--- src/rtl/rf_wb_scheduler.sv ---
// rf_wb_scheduler: shares the single register-file write port between the
// execute and load writeback paths using round-robin arbitration. It also
// tracks which registers still await a writeback, so decode can stall
// reads of those registers.
module rf_wb_scheduler #(
  parameter int DATA_W = 16,
  parameter int REG_W  = 3
) (
  input  logic                    clk,
  input  logic                    rst,
  input  logic                    alloc_en,
  input  logic [REG_W-1:0]        alloc_reg,
  input  logic                    chk1_en,
  input  logic [REG_W-1:0]        chk1_sel,
  input  logic                    chk2_en,
  input  logic [REG_W-1:0]        chk2_sel,
  output logic                    hazard,
  input  logic                    req0_valid,
  input  logic [REG_W-1:0]        req0_reg,
  input  logic [DATA_W-1:0]       req0_data,
  output logic                    req0_ready,
  input  logic                    req1_valid,
  input  logic [REG_W-1:0]        req1_reg,
  input  logic [DATA_W-1:0]       req1_data,
  output logic                    req1_ready,
  output logic                    rf_writeEn,
  output logic [REG_W-1:0]        rf_writeRegSel,
  output logic [DATA_W-1:0]       rf_writeData,
  output logic [(1<<REG_W)-1:0]   pending,
  output logic                    err
);

  localparam int NREG = 1 << REG_W;

  typedef enum logic {
    GNT_REQ0 = 1'b0,
    GNT_REQ1 = 1'b1
  } gnt_idx_e;

  gnt_idx_e          last_q, last_d;
  logic [NREG-1:0]   pending_q, pending_d;
  logic              err_q, err_d;

  logic              gnt0, gnt1;
  logic              wr_en;
  logic [REG_W-1:0]  wr_sel;
  logic [DATA_W-1:0] wr_data;
  logic [NREG-1:0]   clr_mask, set_mask;
  logic              hit1, hit2;
  logic              waw_err, stray_err;

  // Round-robin grant. Nothing is granted while reset is held, so that a
  // request still in flight cannot reach the register file.
  always_comb begin
    // NOTE: every signal driven here gets a default first, so no path
    // leaves it unassigned and no latch is inferred.
    gnt0 = 1'b0;
    gnt1 = 1'b0;
    if (!rst) begin
      if (req0_valid && req1_valid) begin
        if (last_q == GNT_REQ1) gnt0 = 1'b1;
        else                    gnt1 = 1'b1;
      end else begin
        gnt0 = req0_valid;
        gnt1 = req1_valid;
      end
    end
  end

  // Write-port mux. The select and data lines are forced to zero when
  // nothing is granted.
  always_comb begin
    wr_en   = gnt0 | gnt1;
    wr_sel  = '0;
    wr_data = '0;
    if (gnt0) begin
      wr_sel  = req0_reg;
      wr_data = req0_data;
    end else if (gnt1) begin
      wr_sel  = req1_reg;
      wr_data = req1_data;
    end
  end

  // Read-hazard detection. A pending source that is being written in this
  // cycle is forwarded by the register-file bypass, so it does not stall.
  always_comb begin
    hit1   = chk1_en && pending_q[chk1_sel] && !(wr_en && wr_sel == chk1_sel);
    hit2   = chk2_en && pending_q[chk2_sel] && !(wr_en && wr_sel == chk2_sel);
    hazard = !rst && (hit1 || hit2);
  end

  // Next state for the scoreboard, the error flag and the pointer. The mask
  // order makes a new allocation win over the clear of an old producer.
  always_comb begin
    clr_mask  = wr_en    ? (NREG'(1) << wr_sel)    : '0;
    set_mask  = alloc_en ? (NREG'(1) << alloc_reg) : '0;
    pending_d = (pending_q & ~clr_mask) | set_mask;
    waw_err   = alloc_en && pending_q[alloc_reg] && !(wr_en && wr_sel == alloc_reg);
    stray_err = wr_en && !pending_q[wr_sel];
    err_d     = err_q | waw_err | stray_err;
    last_d    = last_q;
    if (gnt0)      last_d = GNT_REQ0;
    else if (gnt1) last_d = GNT_REQ1;
  end

  // State registers. The pointer resets to requester 1, so requester 0
  // wins the first contention.
  always_ff @(posedge clk or posedge rst) begin
    if (rst) begin
      // NOTE: sequential state uses non-blocking assignments only, so every
      // register samples values from before the clock edge.
      pending_q <= '0;
      err_q     <= 1'b0;
      last_q    <= GNT_REQ1;
    end else begin
      pending_q <= pending_d;
      err_q     <= err_d;
      last_q    <= last_d;
    end
  end

  assign req0_ready     = gnt0;
  assign req1_ready     = gnt1;
  assign rf_writeEn     = wr_en;
  assign rf_writeRegSel = wr_sel;
  assign rf_writeData   = wr_data;
  assign pending        = pending_q;
  assign err            = err_q;

endmodule

--- config.mk ---
export PLATFORM = sky130hd
export DESIGN_NAME = rf_wb_scheduler
export DESIGN_NICKNAME = d
export VERILOG_FILES = /design/src/rtl/rf_wb_scheduler.sv
export SDC_FILE = /design/constraint.sdc
export NUM_CORES = 1
export LEC_CHECK = 0
export BUFFER_PORTS_ARGS = -buffer_cell sky130_fd_sc_hd__buf_2
export CAP_MARGIN = 20
export CORE_ASPECT_RATIO = 0.7
export CORE_UTILIZATION = 35
export DETAILED_ROUTE_END_ITERATION = 10
export GPL_ROUTABILITY_DRIVEN = 1
export PLACE_DENSITY = 0.8
export SETUP_SLACK_MARGIN = 0.3
export SYNTH_ARGS = -nofsm -noshare
export SYNTH_HDL_FRONTEND = slang
export SYNTH_SLANG_ARGS = --single-unit
--- constraint.sdc ---
create_clock -name clk -period 2.09 [get_ports clk]
set_clock_uncertainty 0.2 [all_clocks]
set_input_delay 0.1045 -clock clk [delete_from_list [all_inputs] [get_ports clk]]
set_output_delay 0.1045 -clock clk [all_outputs]
set_load 0.1 [all_outputs]
* After elaboration in Yosys (flattened, before gate mapping) *
Cells that the tools add are included.

word-level totals
  flip-flop bits (word level) = 10
  ROM bits = 0
  bits in writable memories = 0
  memories kept = 0
  latch bits = 0
  output and inout bits = 32
  word-level logic and storage cells = 59

operators by class
  reduce and logical (&&, ||, !) cells = 19
  bitwise operators = 6
  magnitude comparators = 4
  add/sub/neg operators = 0
  multipliers = 0
  div/mod/pow operators = 0
  shifts and indexed selects = 2
  eq/ne operators = 3
  mux-type cells = 22

operator list
  cell                                                                   number
  16-bit 2-to-1 mux                                                      2
  3-bit by 4-bit < comparator with 1-bit output (second input constant)  4
  8-bit 2-to-1 mux                                                       2
  1-bit by 3-bit left shift with 8-bit output (first input constant)     2
  1-bit binary-select mux with 3-bit select                              4
  1-bit logical AND                                                      12
  1-bit 2-to-1 mux                                                       12
  3-bit == test                                                          3
  8-bit bitwise AND                                                      1
  8-bit inverter                                                         1
  8-bit bitwise OR                                                       1
  3-bit 2-to-1 mux                                                       2
  1-bit zero test                                                        5
  1-bit bitwise OR                                                       3
  2-bit nonzero test                                                     1
  1-bit logical OR                                                       1

* Logic depth before layout (Yosys ltp) *
  depth after elaboration = 11
  gate-level depth with buffers = 8
  depth with buffers taken out = 7

* Worst setup path after synthesis *
OpenSTA, ideal clock, no wires.

  path type = flip-flop to output port
  start point = reg last_q
  end point = out hazard
  path buffers = 0
  path slack = -2880 ps
  arrival time = 4665 ps
  data required time = 1786 ps
  cell stages (with the launch flop) = 7
  cells stage by stage = dfstp_2 nand2b_1 a32oi_1 nor2_1 a21oi_1 nor3_1 o41ai_1

on the way
  cells in the longest elaborated chain, start to end = 11
  elaborated cells on any way between the ends = 19

RTL lines
  element                               line    source
  start, declared                       40      gnt_idx_e last_q, last_d;
  start signal, assigned                119     last_q <= last_d;
  1-bit 2-to-1 mux                      61      if (last_q == GNT_REQ1) gnt0 = 1'b1;
  1-bit 2-to-1 mux                      60      if (req0_valid && req1_valid) begin
  1-bit 2-to-1 mux                      59      if (!rst) begin
  3-bit 2-to-1 mux                      79      end else if (gnt1) begin
  3-bit 2-to-1 mux (*)                  76      if (gnt0) begin
  via rf_writeRegSel[2]                 27      output logic [REG_W-1:0] rf_writeRegSel,
  3-bit == test (on tied branches)      88, 89
  1-bit logical AND (on tied branches)  88, 89
  1-bit zero test (on tied branches)    88, 89
  1-bit logical AND (on tied branches)  88, 89
  1-bit logical OR (*)                  90      hazard = !rst && (hit1 || hit2);
  1-bit logical AND (*)                 90
  end, declared                         17      output logic hazard,

Mark *: on every way through the listed nets, which the timed path passes. The rest lies on a longest branch.

* Worst setup path after layout *
  start point = reg last_q
  end point = out hazard

on the way
  cells in the longest elaborated chain, start to end = 11
  elaborated cells on any way between the ends = 19

RTL lines
  element                               line
  1-bit 2-to-1 mux                      61
  1-bit 2-to-1 mux                      60
  1-bit 2-to-1 mux                      59
  3-bit 2-to-1 mux                      79
  3-bit 2-to-1 mux                      76
  3-bit == test (on tied branches)      88, 89
  1-bit logical AND (on tied branches)  88, 89
  1-bit zero test (on tied branches)    88, 89
  1-bit logical AND (on tied branches)  88, 89
  1-bit logical OR (*)                  90
  1-bit logical AND (*)                 90

Mark *: on every way between the ends. The rest lies on a longest branch, timed or not.

==> out/metrics.yaml <==
pre_cts_slack_ns: -0.123
crit_chain: "nand2b_4 -> buf_6 -> a32oi_4 -> nor2_4 -> a21oi_1 -> o31ai_1 -> buf_4 -> o41ai_4 -> buf_12"
min_path_type: "in2reg"
initial_core_util: 0.374
cts_root_buf: "clkbuf_8"
critPathCaptureType: "primary output"
synth-simple-area-share: 0.145
crit_type: "reg2out"
synth.avg_cell_area_um2: 8.86
gr-total-overflow: 0
synth_top_family_by_area: "compound AO/OA/AOI/OAI gates"
muxShareOfSynthArea: 0.178
required_ns: 1.79
worst_pin_slew_ns: 0.518
whs_endpoint: "pending[4]$_DFF_PP0_"
synth_nets: 173
cts_tree: "done"
drtAntennaViolNets: 0
cts.sinks: 10
die_w_um: 67.6
status: "finished, violations left"
cts_buffer_depth: 2
max_stage_delay_ns: 0.57
comb_power_share: 0.749
synth_top_area_share: 0.214
die_h_um: 47.9
core_mm2: 0.00282
hold_violations: 0
synth_area_mm2: 0.00105
fin_nets: 295
vdd_drop_max_mv: 0.608
port_buffers: 85
viasPerCell: 6.81
fin_util: 0.915
cp.arrival_ns: 2.22
grt_start_max_net_pins: 18
finalCritPeriodShare: 1.21
io_pins: 86
first_pass_iters: 5
area_delta_synth_final_pct: 145
leakagePower_nw: 1.18
hold_start: "alloc_reg[0]"
ys_ff_latch: 10
yosysTopAreaCell: "dfrtp_1"
num_rows: 16
yosys_warnings: 0
rsz0062_at_grt: "yes"
vias: 1879
final_max_slew_viol_count: 0
switchingPower_mw: 1.04
critPathMaxFanout: 3
dp.final_hpwl_mm: 3.86
grt_pass1_vias: 1610
wire_per_inst_um: 26.8
htree_num_levels: 1
timing.rr.start: "last_q$_DFFE_PP1P_"
cts_buffers: 3
r2r-end: "err$_DFF_PP0_"
p_per_area_mw_per_mm2: 748
routabilityCongestion: 0.917
synth_xor_area_frac: 0.0581
relSlewSlack: 0.653
drv_cap: 0
drt-initial-drc-count: 180
timing.critical_path.from_type: "flop"
r2r_slack_ns: -0.25
internal_power_uw: 888
period_needed_ns: 2.52
route.detailed.drc: 0
synthCells: 119
switching_share: 0.540
synth_compound_area_frac: 0.326
diodes: 0
grt_pass1_wl_mm: 8.34
clk-insertion-delay-late_ns: 0.24
dieArea_mm2: 0.00324
synth_area_leaders: "dfrtp_1 (21%), a22o_1 (13%), mux4_2 (13%)"
finalWorstSetupSlack_ns: -0.430
finalSetupViolCount: 28
hold_path_depth: 2
seq_area_frac_synth: 0.238
max_freq_mhz: 397
wl_mm: 7.41
violations: "setup timing"
synth_cell_types: 33
clockPowerShare: 0.111
reg2regPathDepth: 8
clk_pin_slew_ns: 0.04
drive_gt1_frac: 0.783
track_usage: 0.370
pwr-share-seq: 0.140
antenna_found_initial: 0
slowest_stage: "dfstp_2"
yosys.area_share.adder: 0
## layout by cell type, fill, tap and decap left out, types with 4 or more instances in the layout
cell type / n
o21ai_2: 5
nand2_1: 6
buf_6: 7
buf_12: 23
nor2_1: 6
mux4_2: 6
buf_4: 26
a22o_4: 16
nand2b_1: 4
o21ai_1: 6
buf_2: 63
dlygate4sd3_1: 4
dfrtp_2: 8
## how the worst max path moves through the flow
| stage | slack [ns] | to | start | depth (start not counted) |
|---|---|---|---|---|
| 6_report | -0.43 | hazard | last_q$_DFFE_PP1P_ | 9 |
| 5_1_grt | -0.51 | hazard | last_q$_DFFE_PP1P_ | 8 |
| 4_1_cts | -0.35 | hazard | last_q$_DFFE_PP1P_ | 8 |
| 3_5_place_dp | -0.12 | hazard | last_q$_DFFE_PP1P_ | 8 |
| 3_3_place_gp | -0.04 | hazard | last_q$_DFFE_PP1P_ | 8 |
| 2_1_floorplan | -0.65 | hazard | last_q$_DFFE_PP1P_ | 7 |
## power groups by stage
stage                     sequential [mW]  clock, mW  combinational (mW)
after CTS                           0.262      0.209                1.29
final                               0.269      0.215                1.45
after floorplan                     0.536          0               0.569
after detailed placement            0.265          0                1.24
after global placement              0.260          0                1.21
after global routing                0.271      0.222                1.47
## metal layers
metal  vias to the layer above  track usage  routed length (µm)
li1                        705            -                   -
met1                       915        0.477                2670
met2                       186        0.590                3290
met3                        73       0.0714                 883
met4                         0        0.213                 571
met5                         -            0                   0
## state kept, by name, indices dropped and copies added, names as in the netlist
| signal | cells |
|---|---|
| err | 1 |
| last_q | 1 |
| pending | 8 |
## cell usage after synthesis, drive strengths merged
master / number
a211oi: 1
a21boi: 1
a21oi: 3
a22o: 16
a31oi: 2
a32oi: 4
and2: 1
and3: 2
buf: 3
clkbuf: 6
dfrtp: 9
dfstp: 1
inv: 4
mux2: 2
mux2i: 3
mux4: 6
nand2: 9
nand2b: 5
nand3: 1
nand4: 1
nor2: 9
nor3: 2
nor3b: 1
o21ai: 12
o311ai: 1
o31ai: 5
o41ai: 1
or2: 1
xnor2: 3
xor2: 4
## repair_timing
item                       CTS  global route
pin swaps                    3            18
hold endpoints to repair    14             0
gates cloned                 1             0
setup endpoints to repair   31            31
gates resized for setup     26            33
buffers inserted             4             8
hold buffers                 4             0
## layout make-up
cell class	count	area, µm²
Multi-Input combinational cell	96	1080
Timing Repair Buffer	126	1130
Clock buffer	4	45.0
Inverter	4	20.0
Fill cell	101	240
Tap cell	36	45.0
Sequential cell	10	262
## critical path, delay by kind of cell, from the launching register on
kind                   cells  cell delay [ns]
flip-flops                 1             0.57
AO/OA/AOI/OAI              4             0.55
AND/OR/NAND/NOR            2             0.38
buffers and inverters      3             0.47
## kinds of logic (layout without fill, tap and decap cells)
family / Yosys count / in the layout
flip-flops: 10 / 10
buffers and inverters: 13 / 134
AND/OR/NAND/NOR: 32 / 32
AO/OA/AOI/OAI: 46 / 46
multiplexers: 11 / 11
XOR/XNOR: 7 / 7
## through the flow
stage	instance area (µm²)	std cells	total power [mW]	TNS (ns)	hold slack (ns)
4_1_cts	2350	268	1.76	-0.389	0.00336
6_report	2580	276	1.93	-2.63	0.0676
3_5_place_dp	2160	255	1.50	-0.187	-0.0132
2_1_floorplan	1290	119	1.10	-2.39	-0.0628
3_3_place_gp	2160	255	1.47	-0.0431	-0.0270
5_1_grt	2580	276	1.97	-3.49	0.0696
Power figures use the tool's default switching activity.
